## src/rtl/bus_dev_fifo.sv

```systemverilog
// Per-device bus endpoint: TX FIFO (device -> bus) and RX FIFO (bus -> device), both FWFT.
// Optional destination-ID filtering on the RX side is enabled by defining ADDR_FILTER_EN.
module bus_dev_fifo #(
  parameter int unsigned PCKG_SZ   = 16,
  parameter int unsigned DEPTH     = 8,
  parameter logic [7:0]  DEV_ID    = 8'h00,
  parameter logic [7:0]  BROADCAST = 8'hFF
) (
  input  logic               clk,
  input  logic               reset,
  input  logic               tx_wr,
  input  logic [PCKG_SZ-1:0] tx_data,
  output logic               tx_full,
  output logic               pndng,
  output logic [PCKG_SZ-1:0] D_pop,
  input  logic               pop,
  input  logic               push,
  input  logic [PCKG_SZ-1:0] D_push,
  input  logic               rx_rd,
  output logic [PCKG_SZ-1:0] rx_data,
  output logic               rx_empty,
  output logic               tx_ovf,
  output logic               rx_ovf
);

  localparam int unsigned AW = $clog2(DEPTH);
  localparam int unsigned CW = AW + 1;
  localparam logic [CW-1:0] FULL_CNT = CW'(DEPTH);

`ifdef ADDR_FILTER_EN
  localparam bit FILTER_EN = 1'b1;
`else
  localparam bit FILTER_EN = 1'b0;
`endif

  // ---------------------------------------------------------------------------
  // TX FIFO
  // ---------------------------------------------------------------------------
  logic [PCKG_SZ-1:0] tx_mem [DEPTH];
  logic [AW-1:0]      tx_wr_ptr_q, tx_rd_ptr_q;
  logic [CW-1:0]      tx_count_q, tx_count_d;
  logic               tx_ovf_q;
  logic               tx_do_wr, tx_do_rd, tx_drop;

  always_comb begin
    tx_do_rd = pop && (tx_count_q != '0);
    // A pop in the same cycle frees the slot, so a write on a full FIFO still lands.
    tx_do_wr = tx_wr && ((tx_count_q != FULL_CNT) || tx_do_rd);
    tx_drop  = tx_wr && !tx_do_wr;
    tx_count_d = tx_count_q;
    case ({tx_do_wr, tx_do_rd})
      2'b10:   tx_count_d = tx_count_q + 1'b1;
      2'b01:   tx_count_d = tx_count_q - 1'b1;
      default: tx_count_d = tx_count_q;
    endcase
  end

  always_ff @(posedge clk) begin
    if (!reset) begin
      tx_wr_ptr_q <= '0;
      tx_rd_ptr_q <= '0;
      tx_count_q  <= '0;
      tx_ovf_q    <= 1'b0;
    end else begin
      if (tx_do_wr) tx_wr_ptr_q <= tx_wr_ptr_q + 1'b1;
      if (tx_do_rd) tx_rd_ptr_q <= tx_rd_ptr_q + 1'b1;
      tx_count_q <= tx_count_d;
      if (tx_drop) tx_ovf_q <= 1'b1;
    end
  end

  always_ff @(posedge clk) begin
    if (tx_do_wr) tx_mem[tx_wr_ptr_q] <= tx_data;
  end

  // ---------------------------------------------------------------------------
  // RX FIFO
  // ---------------------------------------------------------------------------
  logic [PCKG_SZ-1:0] rx_mem [DEPTH];
  logic [AW-1:0]      rx_wr_ptr_q, rx_rd_ptr_q;
  logic [CW-1:0]      rx_count_q, rx_count_d;
  logic               rx_ovf_q;
  logic               rx_id_hit, rx_addr_ok, rx_req;
  logic               rx_do_wr, rx_do_rd, rx_drop;

  always_comb begin
    rx_id_hit  = (D_push[PCKG_SZ-1 -: 8] == DEV_ID) || (D_push[PCKG_SZ-1 -: 8] == BROADCAST);
    rx_addr_ok = FILTER_EN ? rx_id_hit : 1'b1;
    // Filtered-out pushes never count as overflow.
    rx_req   = push && rx_addr_ok;
    rx_do_rd = rx_rd && (rx_count_q != '0);
    rx_do_wr = rx_req && ((rx_count_q != FULL_CNT) || rx_do_rd);
    rx_drop  = rx_req && !rx_do_wr;
    rx_count_d = rx_count_q;
    case ({rx_do_wr, rx_do_rd})
      2'b10:   rx_count_d = rx_count_q + 1'b1;
      2'b01:   rx_count_d = rx_count_q - 1'b1;
      default: rx_count_d = rx_count_q;
    endcase
  end

  always_ff @(posedge clk) begin
    if (!reset) begin
      rx_wr_ptr_q <= '0;
      rx_rd_ptr_q <= '0;
      rx_count_q  <= '0;
      rx_ovf_q    <= 1'b0;
    end else begin
      if (rx_do_wr) rx_wr_ptr_q <= rx_wr_ptr_q + 1'b1;
      if (rx_do_rd) rx_rd_ptr_q <= rx_rd_ptr_q + 1'b1;
      rx_count_q <= rx_count_d;
      if (rx_drop) rx_ovf_q <= 1'b1;
    end
  end

  always_ff @(posedge clk) begin
    if (rx_do_wr) rx_mem[rx_wr_ptr_q] <= D_push;
  end

  // ---------------------------------------------------------------------------
  // Outputs: functions of registered state only
  // ---------------------------------------------------------------------------
  assign pndng    = (tx_count_q != '0);
  assign tx_full  = (tx_count_q == FULL_CNT);
  assign D_pop    = pndng ? tx_mem[tx_rd_ptr_q] : '0;
  assign rx_empty = (rx_count_q == '0);
  assign rx_data  = rx_empty ? '0 : rx_mem[rx_rd_ptr_q];
  assign tx_ovf   = tx_ovf_q;
  assign rx_ovf   = rx_ovf_q;

endmodule
```

## config.mk

```make
export PLATFORM = sky130hd
export DESIGN_NAME = bus_dev_fifo
export DESIGN_NICKNAME = d
export VERILOG_FILES = /design/src/rtl/bus_dev_fifo.sv
export SDC_FILE = /design/constraint.sdc
export NUM_CORES = 1
export LEC_CHECK = 0
export CORE_MARGIN = 2
export CORE_UTILIZATION = 59
export DETAILED_ROUTE_END_ITERATION = 12
export PLACE_DENSITY_LB_ADDON = 0.1
export SYNTH_ARGS = -nofsm -noshare
export SYNTH_HDL_FRONTEND = slang
export SYNTH_SLANG_ARGS = --single-unit
```

## constraint.sdc

```tcl
create_clock -name clk -period 3.4 [get_ports clk]
set_input_delay 0.68 -clock clk [delete_from_list [all_inputs] [get_ports clk]]
set_output_delay 0.68 -clock clk [all_outputs]
set_load 0.01 [all_outputs]
```

==> flow_metrics.py <==
metrics = {
    "outcome": {
        "status": "finished clean",
    },
    "global_routing": {
        "overflow": 0,
        "grt.total_usage_pct": 20.79,
        "grt_max_degree": 33,
        "grt_pass1_vias": 5904,
        "grt_pass1_wl_mm": 31.88,
        "antenna_found_initial": 0,
    },
    "sta": {
        "fmax_mhz": 316.5,
        "layout_min_cycle_time_ns": 3.159,
        "period_share_pct": 92.92,
        "skew_ns": 0.008950,
        "setup_viol": 0,
        "rsz0062_at_grt": "false",
        "worstMarginPinSlew_ns": 0.5532,
        "hold_viol_final": 0,
        "setup_tns_ns": 0,
        "drv_slew": 0,
        "slew_headroom_pct": 62.83,
    },
    "die": {
        "start_util_pct": 60.33,
        "die-area_um2": 20380,
        "core_um2": 18830,
        "die_w_um": 142.8,
        "num_io_pins": 75,
        "die_height_um": 142.8,
        "rows": 50,
    },
    "placed_design": {
        "gp_congestion": 0.7592,
        "hpwlAfterDp_mm": 11.81,
        "portBuffers": 74,
    },
    "clock_tree": {
        "cts-root-buf": "clkbuf_16",
        "postCtsHoldBufs": 0,
        "clkLatencyLatePin_ns": 0.53,
        "cts.reportedPaths.clkPinSlew_ns": 0.06,
        "htree_num_levels": 1,
        "numCtsBuffers": 28,
        "cts_resized": 0,
        "postCtsSetupBuffers": 0,
        "cts_tree": "built",
        "cts.path.max_buffers": 3,
        "cts.sinks": 284,
    },
    "worst_hold_path": {
        "hold_start": "rx_ovf$_SDFFE_PN0P_",
        "min_to": "rx_ovf$_SDFFE_PN0P_",
        "hold_depth": 2,
        "hold_path_class": "flip-flop to flip-flop",
    },
    "synthesis": {
        "synth_nets": 636,
        "ys_seq_area_share_pct": 72.60,
        "synthTopCellsByArea": "edfxtp_1 (68%), mux4_2 (13%), dfxtp_1 (4.9%)",
        "synth_top_area_share_pct": 67.67,
        "yosysWarnings": 0,
        "ys.flop_type": "edfxtp_1",
        "synth_area_per_cell_um2": 19.32,
        "syn-instance-count": 588,
        "synthArstFlopShare_pct": 0,
        "synth_edf_count": 256,
        "syn-cell-area_um2": 11360,
        "synth_top_area_cell": "edfxtp_1",
        "synth.distinct_cells": 54,
        "ys_ff_latch": 284,
    },
    "setup_path": {
        "criticalPathCategory": "flip-flop to output port",
        "end_kind": "output port",
        "cp.arrival_ns": 2.48,
        "required_ns": 2.72,
        "reg2reg_from": "tx_count_q[0]$_SDFFE_PN0P_",
        "rr_worst_depth": 11,
        "r2r-end": "tx_count_q[3]$_SDFFE_PN0P_",
        "crit_fanout": 32,
        "rrSetupSlack_ns": 0.69,
        "start_kind": "flip-flop",
    },
    "final_layout": {
        "fin_nets": 737,
        "area_delta_synth_final_pct": 18.01,
        "n_antenna_cell": 0,
        "nFillCells": 1164,
        "drive_gt1_share_pct": 23.07,
    },
    "pwr": {
        "p_total_mw": 10.06,
        "vdd_ir_drop_max_v": 0.0005268,
        "p_leak_nw": 4.326,
        "pwr_density_cell_nw_per_um2": 750.5,
    },
    "drt": {
        "postRouteAntennaNets": 0,
        "drt_iter0_markers": 339,
        "vias": 5626,
        "detail_route.wl_per_cell_um": 21.01,
        "drc_errors": 0,
        "drtPass1Iterations": 4,
        "vias_per_cell": 5.794,
        "drt-total-wl_mm": 20.41,
    },
    "run": {
        "maxCapViolCount": 0,
    },
}
==> flip-flops by register name, summed over array words and instances (netlist names), named ones only <==
name	cells
rx_ovf	1
tx_wr_ptr_q	3
rx_rd_ptr_q	3
tx_rd_ptr_q	3
rx_mem	128
rx_count_q	4
tx_count_q	4
tx_ovf	1
rx_wr_ptr_q	3
tx_mem	128
==> kinds of logic (layout without fill, tap and decap cells) <==
logic type	after synthesis	after routing	synth area share [%]
compound gates	25	25	2.148
xor+xnor	14	14	1.145
fa+ha+maj	10	10	1.234
buf+inv	40	163	1.795
flops	284	284	72.60
mux	101	101	15.96
simple gates	114	114	5.121
==> how the worst max path moves through the flow <==
stage | end | depth (start not counted)
2_1_floorplan | rx_mem[0][0]$_DFFE_PP_ | 4
3_3_place_gp | rx_count_q[3]$_SDFFE_PN0P_ | 9
3_5_place_dp | rx_count_q[3]$_SDFFE_PN0P_ | 9
4_1_cts | rx_data[0] | 5
5_1_grt | rx_data[0] | 5
6_report | rx_data[0] | 5
==> cells in the mapped netlist (3+ instances only) <==
| library cell | n |
|---|---|
| nor3_1 | 10 |
| a21oi_1 | 3 |
| ha_1 | 8 |
| mux2i_1 | 36 |
| buf_4 | 6 |
| xor2_1 | 6 |
| nand2_1 | 9 |
| nand3_1 | 7 |
| edfxtp_1 | 256 |
| clkbuf_1 | 4 |
| buf_2 | 11 |
| o211ai_1 | 3 |
| or3_1 | 3 |
| o21ai_0 | 3 |
| dfxtp_1 | 28 |
| nand2b_1 | 6 |
| buf_1 | 8 |
| mux4_2 | 64 |
| inv_1 | 8 |
| xnor2_1 | 7 |
| nor2_1 | 60 |
==> through the flow <==
stage	hold WS, ns	utilization, %	setup slack, ns	instances	cell area [µm²]
after global placement	0.4498	66.64	0.6060	919	12550
after floorplan	0.4541	-	0.2634	588	11360
after CTS	0.4827	71.20	0.1841	971	13410
final	0.4797	71.20	0.2407	971	13410
after detailed placement	0.4683	66.64	0.5517	919	12550
after global routing	0.5181	71.20	0.1170	971	13410
==> layer usage <==
| metal | GRT usage, % | vias to the layer above | wire length (µm) |
|---|---|---|---|
| met5 | 0 | - | 0 |
| met4 | 5.055 | 0 | 357 |
| met3 | 3.219 | 28 | 796 |
| met2 | 38.03 | 141 | 11060 |
| met1 | 26.28 | 2906 | 8188 |
| li1 | - | 2551 | - |
==> where the power goes <==
group	total, mW	switching, mW	internal (mW)
clock	2.82	1.20	1.62
combinational	3.03	1.46	1.57
sequential	4.21	0.172	4.04
total	10.1	2.83	7.23
==> final cells by class <==
type                    count  area, µm²  share of cell area (%)
clock buffers              37      785.8                   5.861
repair buffers            102      975.9                   7.280
clock inverters            15      71.32                  0.5320
flip-flops and latches    284       8250                   61.54
inverters                   9      36.28                  0.2706
well taps                 260      325.3                   2.427
multi-input cells         264       2962                   22.09
==> critical path, cell delays in order, from the launching register on <==
cell and delay, ns:
dfxtp_2 0.34, buf_12 0.26, mux4_2 0.54, mux2i_1 0.21, nor2_1 0.10, clkdlybuf4s50_1 0.50
==> layout by cell type, fill, tap and decap left out, types with 3 or more instances in the layout <==
master	instances
xor2_1	6
nor3_2	9
or3_1	3
buf_4	26
nor2_1	60
o211ai_1	3
mux2i_1	36
clkdlybuf4s50_1	74
nand2b_1	6
clkbuf_1	5
clkinv_2	9
nand3_1	7
mux4_2	64
dfxtp_1	26
clkbuf_16	29
edfxtp_1	256
clkinv_1	5
xnor2_1	7
a21oi_1	3
o21ai_0	3
ha_1	8
nand2_1	9
clkbuf_8	3
inv_1	8
No activity file was read; power rests on OpenSTA's default activity.
